## config.mk

```make
export PLATFORM = sky130hd
export DESIGN_NAME = lsu_mem
export DESIGN_NICKNAME = d
export VERILOG_FILES = /design/src/rtl/lsu_pkg.sv /design/src/rtl/lsu_align.sv /design/src/rtl/lsu_mem.sv
export SDC_FILE = /design/constraint.sdc
export NUM_CORES = 1
export LEC_CHECK = 0
export BUFFER_PORTS_ARGS = -buffer_cell sky130_fd_sc_hd__buf_2
export CELL_PAD_IN_SITES_DETAIL_PLACEMENT = 2
export CELL_PAD_IN_SITES_GLOBAL_PLACEMENT = 2
export CORE_MARGIN = 1.5
export CORE_UTILIZATION = 34
export DETAILED_ROUTE_END_ITERATION = 6
export PLACE_DENSITY_LB_ADDON = 0.1
export SLEW_MARGIN = 20
export SYNTH_ARGS = -nofsm -noshare
export SYNTH_HDL_FRONTEND = slang
export SYNTH_SLANG_ARGS = --single-unit
```

## constraint.sdc

```tcl
create_clock -name clk -period 4.2 [get_ports clk]
set_input_delay 0 -clock clk [delete_from_list [all_inputs] [get_ports clk]]
set_output_delay 0 -clock clk [all_outputs]
set_load 0.02 [all_outputs]
```

## src/rtl/lsu_pkg.sv

```systemverilog
// Shared encodings for the load/store unit: access sizes, FSM states and the
// default memory depth.
package lsu_pkg;

   localparam int MEM_WORDS_DEF = 256;

   localparam logic [1:0] SZ_BYTE = 2'b00;
   localparam logic [1:0] SZ_HALF = 2'b01;
   localparam logic [1:0] SZ_WORD = 2'b10;

   typedef enum logic [2:0] {
      ST_IDLE,
      ST_LOAD,
      ST_WRITE,
      ST_RMW_RD,
      ST_RMW_WR,
      ST_DONE
   } state_e;

   // A request is rejected when its size is illegal or it is not naturally aligned.
   function automatic logic misaligned(input logic [1:0] size, input logic [1:0] byte_off);
      logic bad;
      case (size)
         SZ_BYTE: bad = 1'b0;
         SZ_HALF: bad = byte_off[0];
         SZ_WORD: bad = (byte_off != 2'b00);
         default: bad = 1'b1;
      endcase
      return bad;
   endfunction

endpackage

```

## src/rtl/lsu_align.sv

```systemverilog
// Byte-lane steering between whole memory words and sub-word accesses:
// little-endian extract with sign/zero extension, and lane merge for stores.
module lsu_align
   import lsu_pkg::*;
(
   input  logic [1:0]  size,
   input  logic        is_unsigned,
   input  logic [1:0]  byte_off,
   input  logic [31:0] mem_word,
   input  logic [31:0] wdata,
   output logic [31:0] load_data,
   output logic [31:0] merged
);

   logic [7:0]  byte_lane;
   logic [15:0] half_lane;
   logic [4:0]  byte_lsb;
   logic [4:0]  half_lsb;

   assign byte_lsb  = {byte_off, 3'b000};
   assign half_lsb  = {byte_off[1], 4'b0000};
   assign byte_lane = mem_word[byte_lsb +: 8];
   assign half_lane = mem_word[half_lsb +: 16];

   // NOTE: every output gets a default before the case so no path leaves it unassigned and no latch is inferred.
   always_comb begin
      load_data = mem_word;
      case (size)
         SZ_BYTE: load_data = {{24{~is_unsigned & byte_lane[7]}}, byte_lane};
         SZ_HALF: load_data = {{16{~is_unsigned & half_lane[15]}}, half_lane};
         default: load_data = mem_word;
      endcase
   end

   always_comb begin
      merged = mem_word;
      case (size)
         SZ_BYTE: merged[byte_lsb +: 8]  = wdata[7:0];
         SZ_HALF: merged[half_lsb +: 16] = wdata[15:0];
         default: merged = wdata;
      endcase
   end

endmodule

```

## src/rtl/lsu_mem.sv

```systemverilog
// Load/store unit in front of a word-addressed, level-sensitive memory.
// Sub-word stores are performed as a registered read-modify-write.
module lsu_mem
   import lsu_pkg::*;
#(
   parameter int MEM_WORDS = MEM_WORDS_DEF
) (
   input  logic        clk,
   input  logic        rst_n,
   input  logic        req_valid,
   output logic        req_ready,
   input  logic        req_we,
   input  logic [1:0]  req_size,
   input  logic        req_unsigned,
   input  logic [31:0] req_addr,
   input  logic [31:0] req_wdata,
   output logic        rsp_valid,
   output logic [31:0] rsp_rdata,
   output logic        rsp_err,
   output logic        mem_ewr,
   output logic [31:0] mem_dir,
   output logic [31:0] mem_din,
   input  logic [31:0] mem_dout
);

   state_e      state_q, state_d;
   logic        req_ready_q, req_ready_d;
   logic [1:0]  size_q, size_d;
   logic        uns_q, uns_d;
   logic [1:0]  off_q, off_d;
   logic [31:0] wdata_q, wdata_d;
   logic [31:0] mem_dir_q, mem_dir_d;
   logic [31:0] mem_din_q, mem_din_d;
   logic        mem_ewr_q, mem_ewr_d;
   logic        rsp_valid_q, rsp_valid_d;
   logic        rsp_err_q, rsp_err_d;
   logic [31:0] rsp_rdata_q, rsp_rdata_d;

   logic [31:0] req_idx;
   logic        req_err;
   logic [31:0] load_data;
   logic [31:0] merged;

   assign req_idx = {2'b00, req_addr[31:2]};
   assign req_err = misaligned(req_size, req_addr[1:0]) || (req_idx >= 32'(MEM_WORDS));

   lsu_align u_align (
      .size        (size_q),
      .is_unsigned (uns_q),
      .byte_off    (off_q),
      .mem_word    (mem_dout),
      .wdata       (wdata_q),
      .load_data   (load_data),
      .merged      (merged)
   );

   always_comb begin
      state_d     = state_q;
      size_d      = size_q;
      uns_d       = uns_q;
      off_d       = off_q;
      wdata_d     = wdata_q;
      mem_dir_d   = mem_dir_q;
      mem_din_d   = mem_din_q;
      mem_ewr_d   = 1'b0;
      rsp_valid_d = 1'b0;
      rsp_err_d   = rsp_err_q;
      rsp_rdata_d = rsp_rdata_q;

      case (state_q)
         ST_IDLE: begin
            if (req_valid) begin
               size_d      = req_size;
               uns_d       = req_unsigned;
               off_d       = req_addr[1:0];
               wdata_d     = req_wdata;
               rsp_rdata_d = 32'h0;
               rsp_err_d   = 1'b0;
               if (req_err) begin
                  // Rejected requests never reach the memory pins.
                  state_d     = ST_DONE;
                  rsp_valid_d = 1'b1;
                  rsp_err_d   = 1'b1;
               end else begin
                  mem_dir_d = req_idx;
                  if (!req_we) begin
                     state_d = ST_LOAD;
                  end else if (req_size == SZ_WORD) begin
                     state_d   = ST_WRITE;
                     mem_din_d = req_wdata;
                     mem_ewr_d = 1'b1;
                  end else begin
                     state_d = ST_RMW_RD;
                  end
               end
            end
         end
         ST_LOAD: begin
            state_d     = ST_DONE;
            rsp_rdata_d = load_data;
            rsp_valid_d = 1'b1;
         end
         ST_WRITE: begin
            state_d     = ST_DONE;
            rsp_valid_d = 1'b1;
         end
         ST_RMW_RD: begin
            // Merged word and write strobe launch together so both hold for the whole write cycle.
            state_d   = ST_RMW_WR;
            mem_din_d = merged;
            mem_ewr_d = 1'b1;
         end
         ST_RMW_WR: begin
            state_d     = ST_DONE;
            rsp_valid_d = 1'b1;
         end
         ST_DONE: begin
            state_d   = ST_IDLE;
            rsp_err_d = 1'b0;
         end
         default: begin
            state_d = ST_IDLE;
         end
      endcase

      req_ready_d = (state_d == ST_IDLE);
   end

   // NOTE: sequential state uses non-blocking assignments so every flop samples the pre-edge value.
   always_ff @(posedge clk or negedge rst_n) begin
      if (!rst_n) begin
         state_q     <= ST_IDLE;
         req_ready_q <= 1'b1;
         size_q      <= SZ_BYTE;
         uns_q       <= 1'b0;
         off_q       <= 2'b00;
         wdata_q     <= 32'h0;
         mem_dir_q   <= 32'h0;
         mem_din_q   <= 32'h0;
         mem_ewr_q   <= 1'b0;
         rsp_valid_q <= 1'b0;
         rsp_err_q   <= 1'b0;
         rsp_rdata_q <= 32'h0;
      end else begin
         state_q     <= state_d;
         req_ready_q <= req_ready_d;
         size_q      <= size_d;
         uns_q       <= uns_d;
         off_q       <= off_d;
         wdata_q     <= wdata_d;
         mem_dir_q   <= mem_dir_d;
         mem_din_q   <= mem_din_d;
         mem_ewr_q   <= mem_ewr_d;
         rsp_valid_q <= rsp_valid_d;
         rsp_err_q   <= rsp_err_d;
         rsp_rdata_q <= rsp_rdata_d;
      end
   end

   assign req_ready = req_ready_q;
   assign rsp_valid = rsp_valid_q;
   assign rsp_err   = rsp_err_q;
   assign rsp_rdata = rsp_rdata_q;
   assign mem_ewr   = mem_ewr_q;
   assign mem_dir   = mem_dir_q;
   assign mem_din   = mem_din_q;

endmodule
```

# Word level (Yosys, flattened, before mapping)
# Index checks and enable logic that the tools add are counted.
# classes
n_bitwise	4
n_lt_le_gt_ge	1
n_mux	27
shift	6
eq_ne	12
n_reduce_logical	15
add_sub_neg	2
# op_table
op	n
one-hot mux 32 bit (2 select lines)	4
two-way mux 32 bit	5
bitwise mux 32 bit	2
variable shift 16 x 7 -> 32 bit (first input constant)	1
variable shift 8 x 7 -> 32 bit (first input constant)	1
indexed part select 16 x 7 -> 32 bit	1
indexed part select 32 x 6 -> 16 bit	1
indexed part select 32 x 6 -> 8 bit	1
indexed part select 8 x 7 -> 32 bit	1
greater-or-equal comparator 30 x 9 -> 1 bit (second input constant)	1
negation 5 -> 7 bit	2
one-hot mux 3 bit (3 select lines)	1
two-way mux 1 bit	8
!= test 2 bit (second input constant)	4
nonzero test 2 bit	4
equality test 3 x 2 -> 1 bit (second input constant)	2
equality test 3 bit (second input constant)	2
logical NOT 3 bit	2
two-way mux 3 bit	2
one-hot mux 1 bit (2 select lines)	3
AND reduction 2 bit	3
AND reduction 5 bit	1
equality test 2 x 1 -> 1 bit (second input constant)	2
logical NOT 2 bit	2
9 further kinds	11
# totals
register_bits	138
input_bits	103

# Depth between registers and ports, before layout
# Gate-level depths: netlist of the first run.
# logic_depth
depth_word	7
depth_mapped	9

# Hierarchy
# From an unflattened synthesis of the first run, not the netlist that was laid out.
# hier_totals
cells_unflattened	710
area_unflattened_um2	7395.8
# by_module_without_submodules
module	cells_per_inst	instances	seq_area_each_um2	area_per_inst_um2
lsu_mem	428	1	3454.6	5666.7
lsu_align	282	1	0.0	1729.2

# Worst setup path before layout of the first run
# Ideal clock, no wire load.
# synth_timing
kind	register to register
from	register off_q[1]
to	register mem_din_q[3] (netlist: mem_din[3])
arrival_time_ns	2.193
required_time_ns	4.136
setup_ns	0.064
slack_ns	1.943
path_stages_with_launch	10
path_cell_list	dfrtp_1 -> buf_2 -> inv_1 -> clkbuf_1 -> ha_1 -> nand4bb_1 -> a31oi_2 -> a221oi_1 -> nor2_1 -> mux2_4
# synth_between
elab_chain_len	5
# synth_lines
item	line	rtl
start: declaration	lsu_mem.sv:30	logic [1:0] off_q, off_d;
start signal: assignment	lsu_mem.sv:136	off_q <= 2'b00;
start signal: assignment	lsu_mem.sv:149	off_q <= off_d;
negation 5 -> 7 bit, on equally long branches	lsu_align.sv:39, lsu_align.sv:38	
indexed part select 16 x 7 -> 32 bit (tied with other cells)	lsu_align.sv:39	SZ_HALF: merged[half_lsb +: 16] = wdata[15:0];
bitwise mux 32 bit, on equally long branches	lsu_align.sv:39, lsu_align.sv:38	
one-hot mux 32 bit (2 select lines) *	lsu_align.sv:37	case (size)
one-hot mux 32 bit (2 select lines) *	lsu_mem.sv:70	case (state_q)
end signal: assignment	lsu_mem.sv:152	mem_din_q <= mem_din_d;
end: declaration	lsu_mem.sv:33	logic [31:0] mem_din_q, mem_din_d;
# Mark *: on every way between the ends. The rest lies on a longest branch, timed or not.
# A chain may end at the register's enable or synchronous reset.

# Worst setup path in the final report of the first run
# Same ends and word-level chain as after synthesis.

==> results of run 1 <==
## worst paths after layout
| path | from | to | slack (ns) | cells after the start |
|---|---|---|---|---|
| min | mem_dout[31] | rsp_rdata[31]$_DFFE_PN0P_ | 0.007 | 3 |
| min reg2reg | rsp_rdata[14]$_DFFE_PN0P_ | rsp_rdata[14]$_DFFE_PN0P_ | 0.48 | 1 |
| max | off_q[1]$_DFFE_PN0P_ | mem_din[3]$_DFFE_PN0P_ | 1.12 | 7 |
| max reg2reg | off_q[1]$_DFFE_PN0P_ | mem_din[3]$_DFFE_PN0P_ | 1.12 | 7 |
| max in group asynchronous | rst_n | wdata_q[31]$_DFFE_PN0P_ | 3.11 | 3 |
| min in group asynchronous | rst_n | rsp_rdata[13]$_DFFE_PN0P_ | 0.10 | 2 |
## cell families (layout without fill, tap and decap cells)
family | count (synthesis) | count (layout) | share of synthesized area (%)
adders and majority gates | 5 | 5 | 0.857
and+or+nand+nor | 275 | 275 | 17.9
xor gates and xnor gates | 1 | 1 | 0.120
AOI/OAI and AO/OA | 188 | 188 | 18.6
buffers and inverters | 92 | 328 | 5.43
DFF | 138 | 138 | 47.3
muxes | 52 | 52 | 9.75
other | 1 | 2 | 0.0513
## cell usage in the layout (no fill, tap or decap), types with 2 or more instances in the layout
cell / n
a21o_1: 7
a21oi_1: 10
a21oi_2: 2
a221oi_1: 45
a22o_1: 23
a22oi_1: 8
a31oi_1: 17
and3b_1: 2
buf_2: 199
buf_4: 12
bufinv_16: 2
clkbuf_16: 17
clkinv_2: 3
clkinv_4: 2
clkinvlp_4: 2
conb_1: 2
dfrtp_1: 136
dlygate4sd3_1: 49
ha_1: 5
inv_1: 34
inv_6: 5
mux2_2: 11
mux2_4: 13
mux2i_1: 19
mux4_2: 9
nand2_1: 155
nand2b_1: 19
nand3_1: 2
nor2_1: 31
nor2b_1: 42
nor3_1: 3
nor3b_2: 2
nor4_1: 6
o211ai_1: 17
o21ai_0: 42
o22ai_1: 8
## worst register-to-register path, delay by kind of cell (launching register included)
kind	cells	cell delay, ns
AO/OA/AOI/OAI	2	0.81
AND/OR/NAND/NOR	2	0.39
flip-flops	1	0.77
buffers and inverters	1	0.44
multiplexers	1	0.15
adder cells (fa/ha/maj)	1	0.46
## per-stage QoR
step | util, % | setup WS (ns) | instances | power [uW]
CTS | 45.6 | 1.12 | 1264 | 5890
global route | 45.7 | 0.889 | 1264 | 6190
finish | 45.7 | 1.12 | 1264 | 5870
floorplan | - | 1.94 | 753 | 3430
global placement | 40.5 | 1.39 | 1183 | 4130
detailed placement | 40.5 | 1.13 | 1183 | 4270
## registers in the layout (all words and copies together), names as in the netlist
register   cells
off_q          2
state_q        3
rsp_valid      1
size_q         2
mem_ewr        1
rsp_err        1
rsp_rdata     32
req_ready      1
mem_dir       30
wdata_q       32
mem_din       32
uns_q          1
## power breakdown
part	switching (uW)	internal [uW]
Combinational	1420	787
Clock	666	885
Sequential	456	1660
## routing by layer
metal	vias to the layer above	track usage, %	share of wire, %
li1	3102	-	-
met1	3595	34.5	41
met2	259	47.3	49
met3	61	6.62	6.0
met4	0	12.5	3.6
met5	-	0	0
## cells in the mapped netlist, types with 7 or more instances
library cell  number
nand2_1          155
nor2_1            31
a21o_1             7
a31oi_1           17
nand2b_1          19
inv_1             34
mux2i_1           19
mux4_2             9
a22oi_1            8
a21oi_1           10
mux2_2            11
dfrtp_1          137
mux2_4            13
a22o_1            23
o211ai_1          17
buf_2             17
clkbuf_1          34
a221oi_1          45
o21ai_0           42
o22ai_1            8
nor2b_1           42
## cell type report
cell class / count / area, sq um
clock inverters: 15 / 163
inverters: 34 / 128
repair buffers: 262 / 1610
flip-flops and latches: 138 / 3460
multi-input cells: 523 / 3470
fillers: 2258 / 11400
clock buffers: 17 / 425
well taps: 275 / 344
## timing repair
item	4_1_cts	5_1_grt
hold buffers	49	0
hold endpoints to repair	128	0
buffers inserted	0	0
==> results.md, run 1 <==
* First-pass GRT wire length at 46900 um
* Final WL at 30400 um
* Total CTS buffers at 17
* HPWL Detailed at 21200 um
* Ys flop type: dfrtp_1
* Nets at 1084
* Largest net degree at the start of global routing at 60
* Clock Skew at 0.00843 ns
* Fin Setup TNS at 0 ns
* Top post-synthesis cells by area: dfrtp_1, nand2_1, a221oi_1
* Share of layout cells above drive strength 1 at 29.8%
* Mean area per synthesized cell at 9.71 sq um
* Core Footprint at 21000 sq um
* Antenna viol nets, final at 0
* Pleak at 0.00496 uW
* Crit path largest cell delay at 0.77 ns
* Post-route cell area at 9600 sq um
* Post-synth EDFFs at 0
* Status: complete, no violations
* H-tree depth at 4
* Max Buffers Root-to-Sink at 2
* CTS tree: done
* Crit path max-delay family: compound AO/OA/AOI/OAI gates
* Vias per std cell at 5.55
* Post-synthesis register bit count at 138
* Buf+Inv Stages, Crit Path at 1
* Type of the most critical hold path: in2reg
* Initial Util at 34.7%
* Initial antenna violation count at 0
* Hold_ws at 0.00741 ns
* Rows at 53
* Die area at 22400 sq um
* Initial drt markers at 314
* Ant. Diodes at 0
* Syn-to-layout area delta at 31.4%
* Final critical-path share of the clock period at 73.3%
* Critical-path cell list: inv_1 -> ha_1 -> nand4bb_1 -> a31oi_2 -> a221oi_1 -> nor2_1 -> mux2_4
* Worst Tran Pin Value at 0.915 ns
* Max-Cap Viols at 0
* Synthesized cell area at 7300 sq um
* VDD IR max at 325 uV
* Final hold vios at 0
* Post-Synthesis Cells at 752
* Ys Warns at 0
* I/O pins at 203
* Relative slew slack at 39.0%
* Die Width at 150 um
* Gr ovfl total at 0
* Number of gates resized after CTS at 0
* Part of the Yosys area used for sequential elements at 47.3%
* Synth area leader: dfrtp_1
* Final worst path period need at 3.08 ns
* Clk Latency, worst-skew pair at 0.44 ns
* Critical path peak fanout at 20
* CP startpoint kind: register
* Post-synth ARST share at 100%
* RSZ-0062 raised after global routing: false
* Placed Area at 8520 sq um
* CP Data Arrival Time at 3.46 ns
* Die Ht at 150 um
* Via count at 7017
* Routability Congestion at 0.827
* Setup violations, final at 0
* Crit Path Category: reg2reg
* Worst Path Required at 4.58 ns
* DRT Pass-1 Iters at 5
* Critical Path End Type: register
* Max Freq at 325 MHz
* Yosys cell types at 53
* Port Buffers at 200
* All-Layer GR Usage at 28.2%
* WL/cell at 24.0 um
* Root buf cell: clkbuf_16
* Slowest CP cell: dfrtp_1
* Synth top area share at 46.9%
* Clock Pin Slew Worst Setup and Hold Paths at 0.06 ns
* Pwr per Cell Area at 611 nW/um^2
* Clock sink count at 138
* Vias in the first global route at 7839
* DRC at 0
* Fin. max-slew vios at 0
No activity file was read; power rests on OpenSTA's default activity.
==> inputs of run 2 (changes only) <==
--- a/config.mk
+++ b/config.mk
@@ -5,11 +5,12 @@
 export SDC_FILE = /design/constraint.sdc
 export NUM_CORES = 1
 export LEC_CHECK = 0
+export ABC_AREA = 1
 export BUFFER_PORTS_ARGS = -buffer_cell sky130_fd_sc_hd__buf_2
 export CELL_PAD_IN_SITES_DETAIL_PLACEMENT = 2
 export CELL_PAD_IN_SITES_GLOBAL_PLACEMENT = 2
 export CORE_MARGIN = 1.5
-export CORE_UTILIZATION = 34
+export CORE_UTILIZATION = 29
 export DETAILED_ROUTE_END_ITERATION = 6
 export PLACE_DENSITY_LB_ADDON = 0.1
 export SLEW_MARGIN = 20
==> constraint.sdc (replaced) <==
create_clock -name clk -period 3.1 [get_ports clk]
set_input_delay 0 -clock clk [delete_from_list [all_inputs] [get_ports clk]]
set_output_delay 0 -clock clk [all_outputs]
set_load 0.02 [all_outputs]
==> results.md, run 2 <==
* # fillers at 3018 (+34%)
* Synth top cells by count: nand2_1, dfrtp_1, nor2_1, inv_1, o21ai_0
* DP Cell Count at 1505 (+27%)
* Root buf cell: clkbuf_16
* Largest net degree at the start of global routing at 76 (+27%)
* Synth top area share at 46.3% (-0.60 points)
* Critical path peak fanout at 11 (-45%)
* Vias per std cell at 4.91 (-12%)
* Ys Warns at 0 (unchanged)
* Post-synth ARST share at 100% (unchanged)
* Die Ht at 163 um (+8.8%)
* Critical-path cell list: inv_2 -> ha_1 -> inv_2 -> nor2_1 -> nand3_1 -> a21oi_1 -> nor3_1 -> nor2_1 -> nand2_1 -> nand2_1
* DRC at 0 (unchanged)
* Initial drt markers at 385 (+23%)
* First-pass GRT wire length at 49100 um (+4.7%)
* Nets at 1374 (+27%)
* Multi-input gate area at 3260 sq um (-6.1%)
* Final worst path period need at 2.42 ns (-0.665 ns)
* Antenna viol nets, final at 0 (unchanged)
* Leading cell type in the layout, fill and taps excluded: nand2_1
* Clock Skew at 0.00913 ns (+0.000705 ns)
* Die Width at 163 um (+8.8%)
* Post-synthesis register bit count at 138 (unchanged)
* Die area at 26500 sq um (+18%)
* CTS tree: done
* Clock sink count at 138 (unchanged)
* Post-Synthesis Cells at 1013 (+35%)
* Synth area leader: dfrtp_1
* Ys flop type: dfrtp_1
* Post-route insts no fill at 1609 (+27%)
* Buf+Inv Stages, Crit Path at 2 (+1)
* Initial Util at 29.5% (-5.3 points)
* Fin. max-slew vios at 0 (unchanged)
* Pleak at 0.00516 uW (+4.1%)
* Post-synth EDFFs at 0 (unchanged)
* Part of the Yosys area used for sequential elements at 46.7% (-0.61 points)
* DRT Pass-1 Iters at 5 (unchanged)
* HPWL Detailed at 22100 um (+4.0%)
* Critical Path End Type: register
* Synthesized cell area at 7400 sq um (+1.3%)
* Most numerous cell in the Yosys netlist: nand2_1
* Setup violations, final at 0 (unchanged)
* Final core occ at 39.9% (-5.8 points)
* Worst Tran Pin Value at 0.801 ns (-0.114 ns)
* Hold_ws at 0.000476 ns (-0.00694 ns)
* I/O pins at 203 (unchanged)
* Fin Setup TNS at 0 ns (unchanged)
* H-tree depth at 4 (unchanged)
* Pwr per Cell Area at 914 nW/um^2 (+50%)
* Crit path max-delay family: simple AND/OR/NAND/NOR gates
* Slowest CP cell: dfrtp_1
* Max Freq at 414 MHz (+28%)
* Rows at 58 (+9.4%)
* Final hold vios at 0 (unchanged)
* Final WL at 31400 um (+3.5%)
* Initial antenna violation count at 0 (unchanged)
* Relative slew slack at 46.4% (+7.4 points)
* Status: complete, no violations
* Port Buffers at 200 (unchanged)
* CP startpoint kind: register
* RSZ-0062 raised after global routing: false
* Max Buffers Root-to-Sink at 2 (unchanged)
* Type of the most critical hold path: in2reg
* Mean area per synthesized cell at 7.30 sq um (-25%)
* Worst Path Required at 3.47 ns (-1.11 ns)
* All-Layer GR Usage at 24.4% (-3.8 points)
* Clk Latency, worst-skew pair at 0.44 ns (about the same)
* Ant. Diodes at 0 (unchanged)
* Via count at 7893 (+12%)
* Routability Congestion at 0.850 (+2.8%)
* Gr ovfl total at 0 (unchanged)
* Most frequent cells in the layout: nand2_1, buf_2, dfrtp_1
* Seq. cell area at 3450 sq um (about the same)
* Clock Pin Slew Worst Setup and Hold Paths at 0.07 ns (about the same)
* Yosys cell types at 33 (-38%)
* Share of layout cells above drive strength 1 at 21.8% (-8.0 points)
* Crit path largest cell delay at 0.56 ns (-0.21 ns)
* Top post-synthesis cells by area: dfrtp_1, nand2_1, o21ai_0
* Total CTS buffers at 17 (unchanged)
* VDD IR max at 344 uV (+5.9%)
* Crit Path Category: reg2reg
* WL/cell at 19.5 um (-19%)
* Syn-to-layout area delta at 35.4%
* Max-Cap Viols at 0 (unchanged)
* Final critical-path share of the clock period at 77.9% (+4.6 points)
* Core Footprint at 25100 sq um (+19%)
* Vias in the first global route at 8460 (+7.9%)
* CP Data Arrival Time at 2.79 ns (-0.67 ns)
-- run 2: changes by cell type after synthesis, moves of 19 or more --
cell and delta:
inv_1 +62, nand3_1 +19, nand2b_1 -19, nand2_1 +161, a221oi_1 -45, nor2b_1 -42
nor2_1 +73, a21oi_1 +78, o21ai_0 +47, mux2i_1 -19, a22o_1 -23
-- run 2: final cells by class --
cell class              count  area share (%)
flip-flops and latches    138            34.5
multi-input cells         714            32.6
clock buffers              17            4.25
well taps                 330            4.12
clock inverters            15            1.96
repair buffers            289            18.6
inverters                 106            3.97
-- run 2: through the flow --
stage,setup WS (ns),power [uW],area [sq um]
after global routing,0.448,9790,10000
after floorplan,1.02,5360,7400
final,0.684,9150,10000
after detailed placement,0.831,6840,8670
after CTS,0.765,9190,10000
after global placement,0.882,6720,8670
-- run 2: worst min-delay path, delay by kind of cell --
family / cells / cell delay [ns]
simple gates: 1 / 0.06
buf+inv: 2 / 0.19
compound gates: 2 / 0.15
-- run 2: worst paths after layout --
kind                                              start                  endpoint  slack, ns  depth (start not counted)
worst max-delay path               off_q[1]$_DFFE_PN0P_   mem_din[17]$_DFFE_PN0P_       0.68                         10
worst min-delay path                        mem_dout[4]  rsp_rdata[4]$_DFFE_PN0P_     0.0005                          5
max in group asynchronous                         rst_n   wdata_q[25]$_DFFE_PN0P_       2.07                          3
min in group asynchronous                         rst_n   mem_dir[20]$_DFFE_PN0P_       0.17                          2
worst max register to register     off_q[1]$_DFFE_PN0P_   mem_din[17]$_DFFE_PN0P_       0.68                         10
worst min register to register  mem_din[11]$_DFFE_PN0P_   mem_din[11]$_DFFE_PN0P_       0.48                          2
-- run 2: kinds of logic after synthesis --
kind of cell               Yosys count  share of synthesized area [%]
adders and majority gates            5                          0.846
DFF                                138                           46.7
buffers and inverters              162                           9.49
other                                1                         0.0507
and+or+nand+nor                    474                           25.9
AOI/OAI and AO/OA                  233                           17.1
-- run 2: repair_timing --
action,4_1_cts,5_1_grt
setup buffers,0,0
gates resized for setup,0,0
endpoints found under the hold margin,178,0
hold buffers,72,0
-- run 2: report_power, final --
group          switching (uW)  internal [uW]  leakage, uW
Clock                     980           1240     0.000307
Sequential                432           2410      0.00164
Combinational            2900           1190      0.00322
Total                    4320           4840      0.00516
-- run 2: metal layers --
| layer | share of wire [%] | vias up | GRT usage [%] | wire [um] |
|---|---|---|---|---|
| met5 | 0 | - | 0 | 0 |
| met1 | 48 | 3960 | 33.7 | 15100 |
| met3 | 3.2 | 23 | 3.03 | 991 |
| li1 | - | 3734 | - | - |
| met2 | 47 | 176 | 40.4 | 14900 |
| met4 | 1.3 | 0 | 6.13 | 423 |
==> inputs of run 3 (changes only) <==
--- a/config.mk
+++ b/config.mk
@@ -10,7 +10,7 @@
 export CELL_PAD_IN_SITES_DETAIL_PLACEMENT = 2
 export CELL_PAD_IN_SITES_GLOBAL_PLACEMENT = 2
 export CORE_MARGIN = 1.5
-export CORE_UTILIZATION = 29
+export CORE_UTILIZATION = 26
 export DETAILED_ROUTE_END_ITERATION = 6
 export PLACE_DENSITY_LB_ADDON = 0.1
 export SLEW_MARGIN = 20
==> constraint.sdc (replaced) <==
create_clock -name clk -period 2.2 [get_ports clk]
set_input_delay 0 -clock clk [delete_from_list [all_inputs] [get_ports clk]]
set_output_delay 0 -clock clk [all_outputs]
set_load 0.02 [all_outputs]
==> results.md, run 3 (synthesized netlist as in run 2, its figures left out) <==
* Initial drt markers at 395 (+2.6%)
* Critical path peak fanout at 15 (+4)
* Post-CTS Setup Bufs at 0 (unchanged)
* Initial antenna violation count at 0 (unchanged)
* Crit Path Category: reg2reg
* Final worst path period need at 2.06 ns (-0.355 ns)
* CP Data Arrival Time at 2.40 ns (-0.39 ns)
* Uppermost layer routed: met4
* CP startpoint kind: register
* Fin Setup TNS at 0 ns (unchanged)
* Routability Congestion at 0.835 (-1.8%)
* WL/cell at 18.8 um (-3.9%)
* Core Footprint at 27900 sq um (+11%)
* Most numerous cell on the critical path: buf_4
* Initial Util at 26.6% (-2.9 points)
* Critical Path End Type: register
* Max Buffers Root-to-Sink at 2 (unchanged)
* Root buf cell: clkbuf_16
* Clock sink count at 138 (unchanged)
* CTS tree: done
* All-Layer GR Usage at 22.2% (-2.2 points)
* Critical-path cell list: buf_4 -> ha_1 -> buf_4 -> a21oi_1 -> nor3_2 -> buf_4 -> nor2_1 -> nand2_1 -> nand2_1
* Nets at 1394 (+1.5%)
* First-pass GRT wire length at 49200 um (+0.24%)
* Total CTS buffers at 17 (unchanged)
* RSZ-0062 raised after global routing: true
* Final core occ at 36.8% (-3.1 points)
* Leading cell type in the layout, fill and taps excluded: nand2_1
* Final critical-path share of the clock period at 93.6% (+16 points)
* Die Ht at 172 um (+5.5%)
* Syn-to-layout area delta at 38.6%
* DRT Pass-1 Iters at 5 (unchanged)
* Final hold vios at 0 (unchanged)
* Clk Latency, worst-skew pair at 0.44 ns (about the same)
* Die Width at 172 um (+5.5%)
* Max Freq at 485 MHz (+17%)
* Worst Path Required at 2.54 ns (-0.93 ns)
* VDD IR max at 514 uV (+49%)
* Ant. Diodes at 0 (unchanged)
* Reg2reg setup slack at 0.14 ns (-0.54 ns)
* Rows at 61 (+5.2%)
* Via count at 7845 (-0.61%)
* Buf+Inv Stages, Crit Path at 3 (+1)
* Final WL at 31500 um (+0.12%)
* Setup violations, final at 0 (unchanged)
* Status: complete, no violations
* Type of the most critical hold path: in2reg
* Share of layout cells above drive strength 1 at 23.0% (+1.2 points)
* DRC at 0 (unchanged)
* Crit path max-delay family: buffers and inverters
* Crit path largest cell delay at 0.45 ns (-0.11 ns)
* Port Buffers at 200 (unchanged)
* Clock Skew at 0.0153 ns (+0.00620 ns)
* I/O pins at 203 (unchanged)
* Most frequent cells in the layout: nand2_1, buf_2, dfrtp_1
* Slowest CP cell: ha_1
* WL met1 at 15400 um (+1.7%)
* H-tree depth at 4 (unchanged)
* Largest net degree at the start of global routing at 60 (-21%)
* Antenna viol nets, final at 0 (unchanged)
* Pwr per Cell Area at 1260 nW/um^2 (+38%)
* Met3 Wirelength at 1070 um (+7.8%)
* Pleak at 0.00525 uW (+1.7%)
* Clock Pin Slew Worst Setup and Hold Paths at 0.08 ns (about the same)
* Gr ovfl total at 0 (unchanged)
* HPWL Detailed at 22500 um (+2.0%)
* Vias in the first global route at 8495 (+0.41%)
* Vias per std cell at 4.68 (-4.6%)
* Fin. max-slew vios at 0 (unchanged)
* WL met2 at 14700 um (-1.7%)
* Max-Cap Viols at 0 (unchanged)
* Die area at 29500 sq um (+11%)
run 3: cell count changes in the layout (fill, tap and decap cells not counted), sizes merged:
| cell | change |
|---|---|
| clkbuf | +1 |
| buf | +18 |
| dlygate4sd3 | +2 |
| bufinv | -1 |
| clkinvlp | +2 |
| inv | -2 |
run 3: what timing repair did:
item | CTS | global route
endpoints found under the setup margin | 0 | 31
hold buffers | 74 | 0
gates resized for setup | 0 | 7
endpoints found under the hold margin | 241 | 0
run 3: layer usage:
metal | global-route usage, % | vias up
met5 | 0 | -
met1 | 31.0 | 3897
met4 | 5.23 | 0
met3 | 2.53 | 21
met2 | 36.7 | 159
li1 | - | 3768
run 3: worst paths after layout:
path                                               from                        to  cells after the start
max in group asynchronous                         rst_n       req_ready$_DFF_PN1_                      3
worst max-delay path               off_q[1]$_DFFE_PN0P_   mem_din[21]$_DFFE_PN0P_                      9
worst min-delay path                        mem_dout[7]  rsp_rdata[7]$_DFFE_PN0P_                      3
worst min register to register  wdata_q[26]$_DFFE_PN0P_   wdata_q[26]$_DFFE_PN0P_                      2
min in group asynchronous                         rst_n   mem_dir[15]$_DFFE_PN0P_                      2
worst max register to register     off_q[1]$_DFFE_PN0P_   mem_din[21]$_DFFE_PN0P_                      9
run 3: cell type report:
| type | instances | area [sq um] |
|---|---|---|
| fill | 3306 | 17600 |
| sequential | 138 | 3450 |
| multi-input combinational | 714 | 3290 |
| timing repair buffer | 309 | 2050 |
| tap | 378 | 473 |
| clock buffer | 18 | 439 |
| inverter | 106 | 400 |
| clock inverter | 14 | 149 |
run 3: worst min-delay path: stages:
cell and delay (ns):
buf_2 0.15, o21ai_0 0.17, o21ai_0 0.08
run 3: through the flow:
step           std cells  hold WS (ns)  power [uW]  cell area, sq um  setup WS [ns]
2_1_floorplan       1014        -0.296        7550              7400          0.121
3_3_place_gp        1571       -0.0634        9650              8890         0.0985
3_5_place_dp        1571       -0.0674        9790              8890         0.0109
4_1_cts             1677       0.00208       13000             10200        0.00958
5_1_grt             1677        0.0213       13900             10300       -0.00163
6_report            1677       0.00677       12900             10300          0.140
run 3: where the power goes:
group / leakage [uW] / total (uW) / internal [uW] / switching, uW
Combinational: 0.00333 / 6010 / 1850 / 4170
Sequential: 0.00164 / 3910 / 3390 / 514
Clock: 0.000284 / 3000 / 1630 / 1370
